--- config.mk ---
export PLATFORM = sky130hd
export DESIGN_NAME = lfsr_batch_sequencer_flat
export DESIGN_NICKNAME = d
export VERILOG_FILES = /design/src/rtl/lfsr_pkg.sv /design/src/rtl/lfsr_batch_sequencer_if.sv /design/src/rtl/seq_watchdog.sv /design/src/rtl/lfsr_batch_sequencer.sv /design/src/flat_wrapper.sv
export SDC_FILE = /design/constraint.sdc
export NUM_CORES = 1
export LEC_CHECK = 0
export BUFFER_PORTS_ARGS = -buffer_cell sky130_fd_sc_hd__buf_2
export CORE_ASPECT_RATIO = 1.5
export CORE_MARGIN = 2
export CORE_UTILIZATION = 59
export DETAILED_ROUTE_END_ITERATION = 8
export HOLD_SLACK_MARGIN = 0.08
export PLACE_DENSITY = 0.81
export SYNTH_ARGS = -nofsm -noshare
export SYNTH_HDL_FRONTEND = slang
export SYNTH_SLANG_ARGS = --single-unit
--- constraint.sdc ---
create_clock -name clk -period 3.01 [get_ports clk]
set_clock_uncertainty 0.2 [all_clocks]
set_input_delay 0 -clock clk [delete_from_list [all_inputs] [get_ports clk]]
set_output_delay 0 -clock clk [all_outputs]
set_load 0.01 [all_outputs]
--- src/rtl/lfsr_pkg.sv ---
// Shared types for the LFSR batch sequencer: FSM states, batch modes and step ops.
// The SEQ_WATCHDOG_EN build option is handled in lfsr_batch_sequencer.sv.
package lfsr_pkg;

  typedef enum logic [2:0] {
    ST_IDLE       = 3'd0,
    ST_ISSUE      = 3'd1,
    ST_WAIT_ACK   = 3'd2,
    ST_WAIT_DONE  = 3'd3,
    ST_WAIT_DRAIN = 3'd4,
    ST_GAP        = 3'd5,
    ST_ABORT_WAIT = 3'd6,
    ST_DONE       = 3'd7
  } seq_state_e;

  localparam logic [1:0] SEQ_MODE_PULSE = 2'b00;
  localparam logic [1:0] SEQ_MODE_SHIFT = 2'b01;
  localparam logic [1:0] SEQ_MODE_P_S   = 2'b10;
  localparam logic [1:0] SEQ_MODE_S_P   = 2'b11;

  typedef enum logic {
    SEQ_OP_PULSE = 1'b0,
    SEQ_OP_SHIFT = 1'b1
  } seq_op_e;

  function automatic seq_op_e seq_first_op(input logic [1:0] mode);
    seq_op_e op;
    case (mode)
      SEQ_MODE_SHIFT, SEQ_MODE_S_P: op = SEQ_OP_SHIFT;
      SEQ_MODE_PULSE, SEQ_MODE_P_S: op = SEQ_OP_PULSE;
      default:                      op = SEQ_OP_PULSE;
    endcase
    return op;
  endfunction

  // Modes 10/11 run two ops per iteration.
  function automatic logic seq_two_ops(input logic [1:0] mode);
    return mode[1];
  endfunction

  function automatic seq_op_e seq_other_op(input seq_op_e op);
    return (op == SEQ_OP_PULSE) ? SEQ_OP_SHIFT : SEQ_OP_PULSE;
  endfunction

  function automatic logic seq_is_watched(input seq_state_e st);
    return (st == ST_WAIT_ACK) || (st == ST_WAIT_DONE) || (st == ST_ABORT_WAIT);
  endfunction

endpackage

--- src/rtl/lfsr_batch_sequencer_if.sv ---
// Host-side and controller-side signals of the batch sequencer.
// master = host/controller environment, slave = the sequencer itself.
interface lfsr_batch_sequencer_if #(
  parameter int ITER_W = 16,
  parameter int GAP_W  = 8
);
  logic              start;
  logic              abort;
  logic [ITER_W-1:0] num_iter;
  logic [1:0]        mode;
  logic [GAP_W-1:0]  gap_cycles;
  logic              ctrl_idle;
  logic              out_fifo_empty;
  logic              lfsr_shift_trigger;
  logic              lfsr_pulse_trigger;
  logic              busy;
  logic              done;
  logic              aborted;
  logic              seq_error;
  logic [ITER_W-1:0] iter_count;

  modport master (
    output start, abort, num_iter, mode, gap_cycles, ctrl_idle, out_fifo_empty,
    input  lfsr_shift_trigger, lfsr_pulse_trigger, busy, done, aborted, seq_error, iter_count
  );

  modport slave (
    input  start, abort, num_iter, mode, gap_cycles, ctrl_idle, out_fifo_empty,
    output lfsr_shift_trigger, lfsr_pulse_trigger, busy, done, aborted, seq_error, iter_count
  );
endinterface

--- src/rtl/seq_watchdog.sv ---
// Load/enable down-counter; expired is high while enabled and the count has run out.
// A load gives LOAD_VAL enabled cycles before expiry.
module seq_watchdog #(
  parameter int LOAD_VAL = 1023,
  parameter int CNT_W    = $clog2(LOAD_VAL + 1)
) (
  input  logic clk,
  input  logic rst,
  input  logic load,
  input  logic en,
  output logic expired
);
  logic [CNT_W-1:0] cnt_q;
  logic [CNT_W-1:0] cnt_d;

  always_comb begin
    cnt_d = cnt_q;
    if (load) begin
      cnt_d = CNT_W'(LOAD_VAL - 1);
    end else if (en && (cnt_q != '0)) begin
      cnt_d = cnt_q - CNT_W'(1);
    end
  end

  always_ff @(posedge clk or posedge rst) begin
    if (rst) begin
      cnt_q <= '0;
    end else begin
      cnt_q <= cnt_d;
    end
  end

  assign expired = en && (cnt_q == '0);
endmodule

--- src/rtl/lfsr_batch_sequencer.sv ---
// Runs a host-programmed batch of pulse/shift iterations on the LFSR controller.
// Define SEQ_WATCHDOG_EN to bound the controller waits with an ACK_TIMEOUT watchdog.
module lfsr_batch_sequencer
  import lfsr_pkg::*;
#(
  parameter int ITER_W = 16,
  parameter int GAP_W  = 8
`ifdef SEQ_WATCHDOG_EN
  , parameter int ACK_TIMEOUT = 1023
`endif
) (
  input logic                   clk,
  input logic                   rst,
  lfsr_batch_sequencer_if.slave bus
);

  seq_state_e        state_q,      state_d;
  logic [1:0]        mode_q,       mode_d;
  logic [ITER_W-1:0] num_iter_q,   num_iter_d;
  logic [GAP_W-1:0]  gap_q,        gap_d;
  logic [GAP_W-1:0]  gap_cnt_q,    gap_cnt_d;
  seq_op_e           step_q,       step_d;
  logic              second_q,     second_d;
  logic [ITER_W-1:0] iter_count_q, iter_count_d;
  logic              busy_q,       busy_d;
  logic              done_q,       done_d;
  logic              aborted_q,    aborted_d;
  logic              seq_error_q,  seq_error_d;
  logic              shift_trig_q, shift_trig_d;
  logic              pulse_trig_q, pulse_trig_d;

  logic [ITER_W-1:0] iter_next;
  logic              last_iter;
  logic              abort_req;
  logic              wd_expired;

  assign iter_next = iter_count_q + ITER_W'(1);
  assign last_iter = (iter_count_q >= num_iter_q) || (iter_next == num_iter_q);
  assign abort_req = bus.abort &&
                     (state_q inside {ST_ISSUE, ST_WAIT_ACK, ST_WAIT_DONE, ST_WAIT_DRAIN, ST_GAP});

  always_comb begin
    state_d      = state_q;
    mode_d       = mode_q;
    num_iter_d   = num_iter_q;
    gap_d        = gap_q;
    gap_cnt_d    = gap_cnt_q;
    step_d       = step_q;
    second_d     = second_q;
    iter_count_d = iter_count_q;
    busy_d       = busy_q;
    done_d       = 1'b0;
    aborted_d    = aborted_q;
    seq_error_d  = seq_error_q;
    shift_trig_d = 1'b0;
    pulse_trig_d = 1'b0;

    case (state_q)
      ST_IDLE: begin
        if (bus.start) begin
          mode_d       = bus.mode;
          num_iter_d   = bus.num_iter;
          gap_d        = bus.gap_cycles;
          iter_count_d = '0;
          aborted_d    = 1'b0;
          seq_error_d  = 1'b0;
          busy_d       = 1'b1;
          step_d       = seq_first_op(bus.mode);
          second_d     = 1'b0;
          state_d      = (bus.num_iter == '0) ? ST_DONE : ST_ISSUE;
        end
      end

      ST_ISSUE: begin
        // The drain check comes first so a shift never overruns unread data.
        if ((step_q == SEQ_OP_SHIFT) && !bus.out_fifo_empty) begin
          state_d = ST_WAIT_DRAIN;
        end else if (bus.ctrl_idle) begin
          pulse_trig_d = (step_q == SEQ_OP_PULSE);
          shift_trig_d = (step_q == SEQ_OP_SHIFT);
          state_d      = ST_WAIT_ACK;
        end
      end

      ST_WAIT_DRAIN: begin
        if (bus.out_fifo_empty) begin
          state_d = ST_ISSUE;
        end
      end

      ST_WAIT_ACK: begin
        if (!bus.ctrl_idle) begin
          state_d = ST_WAIT_DONE;
        end else if (wd_expired) begin
          seq_error_d = 1'b1;
          state_d     = ST_DONE;
        end
      end

      ST_WAIT_DONE: begin
        if (bus.ctrl_idle) begin
          if (seq_two_ops(mode_q) && !second_q) begin
            second_d = 1'b1;
            step_d   = seq_other_op(step_q);
            state_d  = ST_ISSUE;
          end else begin
            second_d = 1'b0;
            step_d   = seq_first_op(mode_q);
            if (iter_count_q < num_iter_q) begin
              iter_count_d = iter_next;
            end
            if (last_iter) begin
              state_d = ST_DONE;
            end else if (gap_q == '0) begin
              state_d = ST_ISSUE;
            end else begin
              gap_cnt_d = gap_q - GAP_W'(1);
              state_d   = ST_GAP;
            end
          end
        end else if (wd_expired) begin
          seq_error_d = 1'b1;
          state_d     = ST_DONE;
        end
      end

      ST_GAP: begin
        if (gap_cnt_q == '0) begin
          state_d = ST_ISSUE;
        end else begin
          gap_cnt_d = gap_cnt_q - GAP_W'(1);
        end
      end

      ST_ABORT_WAIT: begin
        if (bus.ctrl_idle) begin
          aborted_d = 1'b1;
          state_d   = ST_DONE;
        end else if (wd_expired) begin
          seq_error_d = 1'b1;
          state_d     = ST_DONE;
        end
      end

      ST_DONE: begin
        done_d  = 1'b1;
        busy_d  = 1'b0;
        state_d = ST_IDLE;
      end

      default: begin
        state_d = ST_IDLE;
      end
    endcase

    // An iteration that completes in the abort cycle still counts.
    if (abort_req) begin
      state_d      = ST_ABORT_WAIT;
      pulse_trig_d = 1'b0;
      shift_trig_d = 1'b0;
    end
  end

`ifdef SEQ_WATCHDOG_EN
  logic wd_load;
  logic wd_en;

  assign wd_en   = seq_is_watched(state_q);
  assign wd_load = (state_d != state_q) && seq_is_watched(state_d);

  seq_watchdog #(
    .LOAD_VAL (ACK_TIMEOUT)
  ) u_seq_watchdog (
    .clk     (clk),
    .rst     (rst),
    .load    (wd_load),
    .en      (wd_en),
    .expired (wd_expired)
  );
`else
  assign wd_expired = 1'b0;
`endif

  always_ff @(posedge clk or posedge rst) begin
    if (rst) begin
      state_q      <= ST_IDLE;
      mode_q       <= '0;
      num_iter_q   <= '0;
      gap_q        <= '0;
      gap_cnt_q    <= '0;
      step_q       <= SEQ_OP_PULSE;
      second_q     <= 1'b0;
      iter_count_q <= '0;
      busy_q       <= 1'b0;
      done_q       <= 1'b0;
      aborted_q    <= 1'b0;
      seq_error_q  <= 1'b0;
      shift_trig_q <= 1'b0;
      pulse_trig_q <= 1'b0;
    end else begin
      state_q      <= state_d;
      mode_q       <= mode_d;
      num_iter_q   <= num_iter_d;
      gap_q        <= gap_d;
      gap_cnt_q    <= gap_cnt_d;
      step_q       <= step_d;
      second_q     <= second_d;
      iter_count_q <= iter_count_d;
      busy_q       <= busy_d;
      done_q       <= done_d;
      aborted_q    <= aborted_d;
      seq_error_q  <= seq_error_d;
      shift_trig_q <= shift_trig_d;
      pulse_trig_q <= pulse_trig_d;
    end
  end

  assign bus.lfsr_shift_trigger = shift_trig_q;
  assign bus.lfsr_pulse_trigger = pulse_trig_q;
  assign bus.busy               = busy_q;
  assign bus.done               = done_q;
  assign bus.aborted            = aborted_q;
  assign bus.seq_error          = seq_error_q;
  assign bus.iter_count         = iter_count_q;

endmodule

--- src/flat_wrapper.sv ---
// flat-port wrapper written by rule: the top's interface ports become plain ports
module lfsr_batch_sequencer_flat import lfsr_pkg::*;
#(
  parameter int ITER_W = 16,
  parameter int GAP_W  = 8

)
  (clk, rst, bus_start, bus_abort, bus_num_iter, bus_mode, bus_gap_cycles, bus_ctrl_idle, bus_out_fifo_empty, bus_lfsr_shift_trigger, bus_lfsr_pulse_trigger, bus_busy, bus_done, bus_aborted, bus_seq_error, bus_iter_count);
  lfsr_batch_sequencer_if #(.ITER_W(ITER_W), .GAP_W(GAP_W)) bus_i ();
  input logic clk;
  input logic rst;
  input wire logic [$bits(bus_i.start)-1:0] bus_start;
  input wire logic [$bits(bus_i.abort)-1:0] bus_abort;
  input wire logic [$bits(bus_i.num_iter)-1:0] bus_num_iter;
  input wire logic [$bits(bus_i.mode)-1:0] bus_mode;
  input wire logic [$bits(bus_i.gap_cycles)-1:0] bus_gap_cycles;
  input wire logic [$bits(bus_i.ctrl_idle)-1:0] bus_ctrl_idle;
  input wire logic [$bits(bus_i.out_fifo_empty)-1:0] bus_out_fifo_empty;
  output wire logic [$bits(bus_i.lfsr_shift_trigger)-1:0] bus_lfsr_shift_trigger;
  output wire logic [$bits(bus_i.lfsr_pulse_trigger)-1:0] bus_lfsr_pulse_trigger;
  output wire logic [$bits(bus_i.busy)-1:0] bus_busy;
  output wire logic [$bits(bus_i.done)-1:0] bus_done;
  output wire logic [$bits(bus_i.aborted)-1:0] bus_aborted;
  output wire logic [$bits(bus_i.seq_error)-1:0] bus_seq_error;
  output wire logic [$bits(bus_i.iter_count)-1:0] bus_iter_count;
  assign bus_i.start = bus_start;
  assign bus_i.abort = bus_abort;
  assign bus_i.num_iter = bus_num_iter;
  assign bus_i.mode = bus_mode;
  assign bus_i.gap_cycles = bus_gap_cycles;
  assign bus_i.ctrl_idle = bus_ctrl_idle;
  assign bus_i.out_fifo_empty = bus_out_fifo_empty;
  assign bus_lfsr_shift_trigger = bus_i.lfsr_shift_trigger;
  assign bus_lfsr_pulse_trigger = bus_i.lfsr_pulse_trigger;
  assign bus_busy = bus_i.busy;
  assign bus_done = bus_i.done;
  assign bus_aborted = bus_i.aborted;
  assign bus_seq_error = bus_i.seq_error;
  assign bus_iter_count = bus_i.iter_count;
  lfsr_batch_sequencer #(.ITER_W(ITER_W), .GAP_W(GAP_W)) u_core (.clk(clk), .rst(rst), .bus(bus_i));
endmodule
# --- After elaboration in Yosys (flattened, before gate mapping) ---
# Cells that the tools add are included.
op_classes:
  add_sub_neg: 3
  mul: 0
  div: 0
  magnitude_cmp: 2
  n_eq_ne: 29
  shift: 0
  mux: 49
  n_bitwise: 1
  reduce_logical: 28
op_table:
  columns: ["operator", "count"]
  rows:
  - ["two-way mux 16 bit", 4]
  - ["two-way mux 8 bit", 5]
  - ["two-way mux 3 bit", 13]
  - ["case mux 16 bit (2 select lines)", 1]
  - ["case mux 3 bit (8 select lines)", 1]
  - ["two-way mux 1 bit", 18]
  - ["inequality test 3 x 2 -> 1 bit, second input constant", 6]
  - ["adder 16 x 1 -> 16 bit, second input constant", 1]
  - ["equality test 16 bit", 1]
  - [">= comparator 16 bit", 1]
  - ["logical NOT 16 bit", 1]
  - ["logical NOT 8 bit", 2]
  - ["< comparator 16 bit", 1]
  - ["inequality test 2 bit, second input constant", 8]
  - ["case mux 8 bit (2 select lines)", 1]
  - ["subtractor 8 x 1 -> 8 bit, second input constant", 2]
  - ["equality test 3 bit, second input constant", 4]
  - ["case mux 1 bit (2 select lines)", 6]
  - ["equality test 2 bit, second input constant", 4]
  - ["nonzero test 2 bit", 4]
  - ["OR reduction 2 bit", 4]
  - ["AND reduction 7 bit", 1]
  - ["equality test 3 x 2 -> 1 bit, second input constant", 2]
  - ["AND reduction 3 bit", 2]
  - ["other kinds (13)", 19]
word_totals:
  register_bits: 60
  latch_bits: 0
  ram_bits: 0
  romBits: 0
  inputBits: 32
  mem_count: 0

# --- Logic depth before layout (Yosys ltp) ---
logic_depth:
  word_depth: 8
  mapped_depth: 11

# --- Worst setup path before layout ---
# Ideal clock, no wire load.
synth_timing:
  kind: "flip-flop to flip-flop"
  from: "register u_core.iter_count_q[0], in the netlist u_core.bus.iter_count[0]"
  to: "register u_core.gap_cnt_q[0]"
  setup_time_ps: 125
  t_arrival_ps: 2539
  t_required_ps: 2685
  slack_ps: 146
  stages_incl_launch_ff: 11
  path_buffers: 1
  period_less_slack_ps: 2864
  cell_sequence: "dfrtp_1 ha_1 buf_4 and3_2 nand4_4 or3_1 a211o_1 nand4b_4 o21ai_4 o21bai_2 mux2_4"
synth_via:
  elab_chain_cells: 5
  elab_cells_between_ends: 6
  cone_classes: "1 x add/sub; 1 x order compare; 2 x eq/ne; 2 x reduce/logical"
synth_rtl:
  columns: ["item", "line", "rtl"]
  rows:
  - ["from (decl)", "lfsr_batch_sequencer.sv:24", "logic [ITER_W-1:0] iter_count_q, iter_count_d;"]
  - ["from (signal assigned)", "lfsr_batch_sequencer.sv:208", "iter_count_q <= iter_count_d;"]
  - ["adder 16 x 1 -> 16 bit", "lfsr_batch_sequencer.sv:37", "assign iter_next = iter_count_q + ITER_W'(1);"]
  - ["equality test 16 bit", "lfsr_batch_sequencer.sv:38", "assign last_iter = (iter_count_q >= num_iter_q) || (iter_next == num_iter_q);"]
  - ["logical OR 1 bit (*)", "lfsr_batch_sequencer.sv:38", null]
  - ["inequality test 2 bit (no line) (*)", null, null]
  - ["AND reduction 6 bit (no line) (*)", null, null]
  - ["to (signal assigned)", "lfsr_batch_sequencer.sv:205", "gap_cnt_q <= gap_cnt_d;"]
  - ["to (decl)", "lfsr_batch_sequencer.sv:21", "logic [GAP_W-1:0] gap_cnt_q, gap_cnt_d;"]
# Every way passes the cells marked *; elsewhere a longest branch is shown, timed or not.
# A chain may end at the register's enable or synchronous reset.

# --- Worst setup path after layout ---
layout_timing:
  from: "register u_core.iter_count_q[0], in the netlist u_core.bus.iter_count[0]"
  to: "register u_core.gap_cnt_q[2]"
# Same word-level chain as after synthesis.

==> run summary <==
Clk network pwr share = 14.3%
GRT Overall Usage = 35.2%
Min Clock Period, post-route = 2.91 ns
initial antenna violation count = 0
layout cells sized above 1 = 22.8%
Area Overhead vs Synth = 24.7%
NumNets Final = 652
critical path launch point type = flop
worst min path class = input port to flop
vias per inst = 6.51
first-pass GRT wire length = 21000 um
status = finished, final reports clean
Min-Delay Path Depth = 4
DP Area = 0.00474 mm^2
Syn. warnings = 0
final hold violations = 0
fmax = 344 MHz
commonest non-fill, non-tap cell in the layout = dfrtp_1
arrival time worst endpoint = 2.94 ns
hold_ws = 0.196 ns
Unique masters post-synth = 68
Port Buffer Count = 52
Int Pwr = 0.00256 W
post-route cell area = 0.00526 mm^2
syn_area_per_cell = 8.56 um^2
drt first pass iters = 6
Clock transition at path regs = 0.07 ns
worst-skew pair later-pin latency = 0.36 ns
grt ovf = 0
drt drc = 0
WL/cell = 19.2 um
CTS tree = done
Chip Height = 108 um
htree depth = 3
Slew Limit Headroom = 46.8%
final core utilization = 76.3%
Routed WL = 13100 um
Net Count, Synth = 543
crit end category = flop
core box area = 0.00690 mm^2
chip width = 73.1 um
Least-Margin Pin Slew = 0.798 ns
Yosys top cell area share = 35.6%
commonest cells after routing, fill and taps aside = dfrtp_1 (59), nand2_1 (58), buf_2 (52)
Tcrit/Tclk final = 96.6%
Final GP Congestion = 0.976
Switching Share = 44.7%
largest net degree at the start of global routing = 61
Routed Antenna Nets = 0
Comb pwr share = 54.4%
Bufs on Longest Clock Path = 2
# rows = 37
CTS buffer count = 9
Mapped Area = 0.00422 mm^2
Main synth FF type = dfrtp_1
Iter 0 DRT Violations = 424
sequential share of power = 31.3%
NetSw = 0.00207 W
Seq/Total Area, Yosys = 35.6%
reg2reg path depth = 11
# setup viols final = 0
max-cap check violation count = 0
critical path class = flop to flop
clock sinks = 60
ranking of synthesized cells by area = dfrtp_1 (36%), ha_1 (5.3%), nand2_1 (5.2%)
ys async rst share = 100%
Pwr Density = 879 mW/mm^2
Leak = 2.42 nW
# IOs = 54
Post-synth EDFFs = 0
root buffer cell = clkbuf_8
#FFs+latches synth = 60
DP HPWL = 9270 um
CP max FO = 5
Critical Path RT = 3.05 ns
vias = 4456
vias in the first global route = 4448
Initial Util = 61.2%
Yosys top cell by area = dfrtp_1
Max IR drop VDD = 0.000706 V
DIE AREA = 0.00786 mm^2
Slew Limit Fails = 0
Mapped Cells = 493
# diodes = 0
-- routing by layer --
layer	routed length [um]	vias up	track usage, %
met1	4650	2127	38.2
met3	684	72	6.27
met4	867	0	23.1
li1	-	2023	-
met5	0	-	0
met2	6920	234	60.7
-- synth_stat cells (10+ instances only) --
| cell | n |
|---|---|
| dfrtp_1 | 60 |
| nand2_1 | 58 |
| o21ai_0 | 42 |
| inv_1 | 30 |
| nor2_1 | 27 |
| a21oi_1 | 22 |
| a31oi_1 | 20 |
| ha_1 | 18 |
| nand3_1 | 18 |
| nor3_1 | 16 |
| xnor2_1 | 14 |
| clkbuf_1 | 13 |
| nor4_1 | 12 |
| a21o_1 | 10 |
-- sequential cells by signal, indices dropped and copies added (netlist names) --
signal and count:
u_core.bus.aborted 1, u_core.bus.busy 1, u_core.bus.done 1, u_core.bus.iter_count 16
u_core.bus.lfsr_pulse_trigger 1, u_core.bus.lfsr_shift_trigger 1, u_core.gap_cnt_q 8, u_core.gap_q 8
u_core.mode_q 2, u_core.num_iter_q 16, u_core.second_q 1, u_core.state_q 3
u_core.step_q 1
-- critical path: stages, from the launching register on --
cell      delay (ns)
dfrtp_1         0.39
buf_4           0.15
inv_1           0.05
ha_1            0.30
nand2b_1        0.16
a21o_1          0.17
a211o_1         0.31
a21oi_2         0.14
o21a_1          0.19
o21ai_4         0.10
or2_2           0.30
o311a_1         0.31
-- stage by stage --
step	power (W)	setup TNS (ns)	setup WS, ns	std cells
6_report	0.00462	0	0.101	684
5_1_grt	0.00494	-0.00466	-0.00466	684
4_1_cts	0.00452	0	0.0754	683
3_5_place_dp	0.00382	0	0.111	635
3_3_place_gp	0.00371	0	0.131	635
2_1_floorplan	0.00306	0	0.146	493
-- power groups by stage --
| stage | Sequential (W) | Combinational, W | Clock (W) |
|---|---|---|---|
| final | 0.00145 | 0.00252 | 0.000659 |
| after global routing | 0.00148 | 0.00276 | 0.000698 |
| after CTS | 0.00143 | 0.00243 | 0.000670 |
| after detailed placement | 0.00144 | 0.00238 | 0 |
| after global placement | 0.00142 | 0.00229 | 0 |
| after floorplan | 0.00138 | 0.00168 | 0 |
-- cell type report --
cell class	instances	area, um^2
Sequential cell	60	1500
Tap cell	78	97.6
Clock inverter	2	10.0
Fill cell	491	1640
Multi-Input combinational cell	378	2490
Clock buffer	13	159
Timing Repair Buffer	123	892
Inverter	30	113
-- path summary, 6_finish.rpt --
check,start,end,slack (ns)
worst max-delay path,u_core.bus.iter_count[0],u_core.gap_cnt_q[2],0.10
worst min-delay path,bus_mode[0],u_core.mode_q[0],0.20
worst max register to register,u_core.bus.iter_count[0],u_core.gap_cnt_q[2],0.10
worst min register to register,u_core.mode_q[0],u_core.mode_q[0],0.28
max in group asynchronous,rst,u_core.bus.iter_count[1],1.82
min in group asynchronous,rst,u_core.bus.aborted,0.23
-- cells by family after synthesis --
logic type | after synthesis | share of synthesized area (%)
buffers and inverters | 55 | 5.87
AO/OA/AOI/OAI | 140 | 21.6
XOR/XNOR | 23 | 4.77
flip-flops | 60 | 35.6
multiplexers | 14 | 3.71
other | 1 | 0.0889
adder cells (fa/ha/maj) | 18 | 5.34
AND/OR/NAND/NOR | 182 | 23.0
-- repair_timing --
item	in CTS	in global routing
setup buffers	0	1
setup endpoints to repair	0	14
hold buffers	33	0
hold endpoints to repair	96	0
gates resized for setup	0	6
Note: power is estimated with default switching activity, not from simulation.
